`src/rtl/fir_frame_collector.sv`:
```
// Collects consecutive FIR output samples into N-sample frames for the FFT.
// Two ping-pong banks let one bank fill while the FFT holds the other.
// Samples that arrive while the target bank is still full are dropped and
// flagged with a sticky overflow bit. Frames are never split or reordered.
module fir_frame_collector #(
  parameter int N = 16,
  parameter int W = 16
) (
  input  logic           clk,
  input  logic           rst,
  input  logic           fir_valid,
  input  logic [W-1:0]   fir_d,
  input  logic           fft_ready,
  output logic           frame_valid,
  output logic [N*W-1:0] frame_data,
  output logic [7:0]     frame_count,
  output logic           overflow
);

  localparam int IDX_W = (N > 1) ? $clog2(N) : 1;
  localparam logic [IDX_W-1:0] LAST_IDX = IDX_W'(N - 1);

  logic [W-1:0]     bank_mem [2][N];
  logic [IDX_W-1:0] wr_idx;
  logic             wr_bank;
  logic             rd_bank;
  logic [1:0]       full;
  logic [1:0]       full_nxt;

  logic accept;
  logic drop;
  logic frame_done;
  logic consume;

  // Event decode. All terms come from registered state, so a bank freed by a
  // consume at this edge still looks full to the write path (no bypass).
  always_comb begin
    accept     = fir_valid && !full[wr_bank];
    drop       = fir_valid &&  full[wr_bank];
    frame_done = accept && (wr_idx == LAST_IDX);
    consume    = full[rd_bank] && fft_ready;
  end

  // Full-flag update. Completion needs the write bank empty and consume needs
  // the read bank full, so both can fire together only on different banks.
  always_comb begin
    full_nxt = full;
    if (consume) begin
      full_nxt[rd_bank] = 1'b0;
    end
    if (frame_done) begin
      full_nxt[wr_bank] = 1'b1;
    end
  end

  // Sample storage: write the accepted sample into the filling bank.
  always_ff @(posedge clk) begin
    if (rst) begin
      for (int b = 0; b < 2; b++) begin
        for (int k = 0; k < N; k++) begin
          bank_mem[b][k] <= '0;
        end
      end
    end else if (accept) begin
      bank_mem[wr_bank][wr_idx] <= fir_d;
    end
  end

  // Write pointer: advance on accept, hop to the other bank on completion.
  always_ff @(posedge clk) begin
    if (rst) begin
      wr_idx  <= '0;
      wr_bank <= 1'b0;
    end else if (accept) begin
      if (frame_done) begin
        wr_idx  <= '0;
        wr_bank <= ~wr_bank;
      end else begin
        wr_idx <= wr_idx + 1'b1;
      end
    end
  end

  // Bank status, read pointer and handover counter.
  always_ff @(posedge clk) begin
    if (rst) begin
      full        <= 2'b00;
      rd_bank     <= 1'b0;
      frame_count <= 8'd0;
    end else begin
      full <= full_nxt;
      if (consume) begin
        rd_bank     <= ~rd_bank;
        frame_count <= frame_count + 8'd1;
      end
    end
  end

  // Sticky drop indicator; only reset clears it.
  always_ff @(posedge clk) begin
    if (rst) begin
      overflow <= 1'b0;
    end else if (drop) begin
      overflow <= 1'b1;
    end
  end

  // Output mux: straight from registers, no input-to-output path.
  always_comb begin
    frame_valid = full[rd_bank];
    frame_data  = '0;
    for (int k = 0; k < N; k++) begin
      frame_data[k*W +: W] = bank_mem[rd_bank][k];
    end
  end

endmodule

```
`config.mk`:
```
export PLATFORM = sky130hd
export DESIGN_NAME = fir_frame_collector
export DESIGN_NICKNAME = d
export VERILOG_FILES = /design/src/rtl/fir_frame_collector.sv
export SDC_FILE = /design/constraint.sdc
export NUM_CORES = 1
export LEC_CHECK = 0
export CAP_MARGIN = 20
export CORE_MARGIN = 2
export CORE_UTILIZATION = 60
export CTS_BUF_LIST = sky130_fd_sc_hd__clkbuf_4
export DETAILED_ROUTE_END_ITERATION = 10
export DONT_BUFFER_PORTS = 1
export GPL_TIMING_DRIVEN = 0
export PLACE_DENSITY = 0.79
export SLEW_MARGIN = 20
export SYNTH_ARGS = -nofsm -noshare
export SYNTH_HDL_FRONTEND = slang
export SYNTH_SLANG_ARGS = --single-unit
```
`constraint.sdc`:
```
create_clock -name clk -period 8.5 [get_ports clk]
set_input_delay 2.125 -clock clk [delete_from_list [all_inputs] [get_ports clk]]
set_output_delay 2.125 -clock clk [all_outputs]
set_load 0.05 [all_outputs]
```
==> flow_summary.ini <==
[floorplanning]
die_x_microns = 192
die_area_sq_um = 37000
fp.dieH_microns = 192
rows = 68
start_util_pct = 61.3
core_area_sq_um = 34700
ios = 286

[sta]
clock_skew_ns = 0.0298
whs_ns = 0.552
worst_pin_slew_ns = 1.18
final_max_slew_viol_count = 0
finalHoldViolations = 0
tns_ns = 0
finalCriticalPeriod_ns = 4.87
fmax_ghz = 0.205
rsz0062_at_grt = no
finalCritPeriodShare_pct = 57.3
relSlewSlack_pct = 21.2
setup_violations = 0

[synthesis]
yosys-top-cells-area = edfxtp_1 72%, mux2_2 14%, nor2_1 4.6%
yosysTopAreaCellShare_pct = 72.3
synth_nets = 1371
ys_ff_latch = 530
yosysSeqAreaShare_pct = 74.0
synthCells = 1346
synthesis.area_sq_um = 21300
syn_area_per_cell_sq_um = 15.8
yosys_warnings = 0
yosysUniqueCellTypes = 37
yosysTopAreaCell = edfxtp_1

[power]
total_power_mw = 5.47
p_comb_share_pct = 7.4
p_int_mw = 4.14
vdd_ir_drop_max_uv = 151
pwr-share-seq_pct = 55.1
p_leak_nw = 8.57
power_density_nw_per_um2 = 231
power_switching_mw = 1.34
clkPwrFrac_pct = 37.5
switching_share_pct = 24.4

[global_route]
grt_pass1_wl_microns = 81300
overflow = 0
grt_pass1_vias = 12300
antenna_found_initial = 2
grt_start_max_net_pins = 17
grt_usage_pct = 31.6

[route]
ant_nets = 0
drc = 0
wl_per_cell_microns = 28.5
vias_per_cell = 6.09
vias = 12400
wirelength_microns = 58000
drt_iter0_markers = 1317
firstDrtPassIters = 6

[cells_and_area]
post-route-util_pct = 68.2
layout.nets = 1508
synthToLayoutAreaGrowth_pct = 11.3
drive_above_1_share_pct = 34.6
fin_cells = 2039

[clock_network]
cts_tree = done
clockBufferDepth = 3
insertion_delay_ns = 0.81
post-cts-setup-buffer-count = 0
cts_sinks = 530
postCtsHoldBufs = 0
cts_max_level = 3
cts_root_buf = clkbuf_4
cts.repair.resized = 0
cts_made_buffers = 121
clkTransAtPathRegs_ns = 0.06

[placement]
portBuffers = 0
post-place-cells = 1814
place.gp.congestion = 0.896
dp_hpwl_microns = 38200

[setup_path]
worstPathRequired_ns = 6.38
arrival_ns = 2.75
critPathKind = flop to primary output
critPathLaunchType = flop
end_kind = primary output
worstPathMaxFanout = 10

[job]
max_cap_violations = 0

[status]
outcome = finished clean

[hold_path]
hold_class = flop to flop
## area by class of cell
type,instances,area [sq um]
inverters,7,26.3
multi-input cells,729,5170
well taps,455,569
flip-flops and latches,530,15700
clock inverters,27,159
clock buffers,194,1460
diodes,3,7.51
fillers,2398,11000
plain buffers,80,388
repair buffers,14,165
## sequential cells by signal (all words and copies together), names as in the netlist, named ones only
register,flops
bank_mem,512
frame_count,8
wr_idx,4
full,2
overflow,1
rd_bank,1
wr_bank,1
## worst max-delay path: stages, from the launching register on
cell and delay, ns:
dfxtp_1 0.40, clkbuf_1 0.60, buf_2 0.42, mux2_2 0.51
## synthesized netlist by cell type
cell type  instances
edfxtp_1         512
nor3b_1            1
nand2_1           71
or4_1              3
ha_1               5
nor4_1             4
buf_6              3
buf_4              1
nand4_1            3
a31oi_1            1
mux2_4             1
a21o_1            18
o21ai_0           18
and3_1             4
and2_1            32
o211ai_1           1
nor4b_1            3
clkbuf_1          18
nor4_4             2
nand3_1           12
o311ai_0           1
inv_1              7
nor4bb_1           1
mux2_2           260
o31ai_1            3
nor2_1           261
buf_1              9
nor3_1             2
mux2i_1            2
a21oi_1           10
or4b_4             1
or3_1              1
nand3b_1           2
a311oi_1           2
dfxtp_1           18
buf_2             49
nor2b_1            4
## cells by family (layout without fill, tap and decap cells)
logic type,Yosys count,after routing,synth area share (%)
mux,263,263,13.9
simple gates,407,407,8.25
fa+ha+maj,5,5,0.294
buf+inv,87,322,1.95
compound gates,54,54,1.59
flops,530,530,74.0
other cells,0,3,0
## power by group through the flow
stage	Combinational [mW]	Clock (mW)	Sequential [mW]
finish	0.406	2.05	3.02
global route	0.418	2.20	3.02
CTS	0.405	2.07	3.02
detailed placement	0.404	0	3.07
global placement	0.390	0	3.07
floorplan	0.307	0	3.06
## stage by stage
| step | setup slack, ns | cell area [sq um] |
|---|---|---|
| floorplan | 4.15 | 21300 |
| global placement | 2.90 | 21800 |
| detailed placement | 3.88 | 22000 |
| CTS | 3.65 | 23700 |
| global route | 3.59 | 23700 |
| finish | 3.63 | 23700 |
## layout by cell type, fill, tap and decap left out, drive strengths merged, types with 2 or more instances in the layout
master / n
dfxtp: 18
o21ai: 18
a311oi: 2
diode: 3
nand4: 3
a21oi: 10
nand3: 12
clkinv: 22
clkbuf: 212
a21o: 18
inv: 9
nor2b: 4
nor2: 261
mux2i: 2
edfxtp: 512
mux2: 261
nor4: 6
ha: 5
bufinv: 2
and3: 4
o31ai: 3
nor4b: 3
nand3b: 2
and2: 32
or4: 3
nand2: 71
buf: 76
nor3: 2
## final timing paths
path | from | to | slack [ns] | cells past startpoint
setup / recovery | flop | frame_data[53] | 3.63 | 3
hold reg to reg | full[0] | full[0] | 0.55 | 2
hold / removal | full[0] | full[0] | 0.55 | 2
setup reg to reg | wr_bank | bank_mem[1][152] | 5.72 | 5
## routing by layer
layer / up-vias / part of all wire [%] / global-route usage [%]
li1: 5319 / - / -
met1: 6217 / 36 / 39.2
met2: 734 / 47 / 49.7
met3: 139 / 12 / 12.1
met4: 2 / 4.1 / 14.4
met5: - / 0.033 / 0
Power figures use the tool's default switching activity.
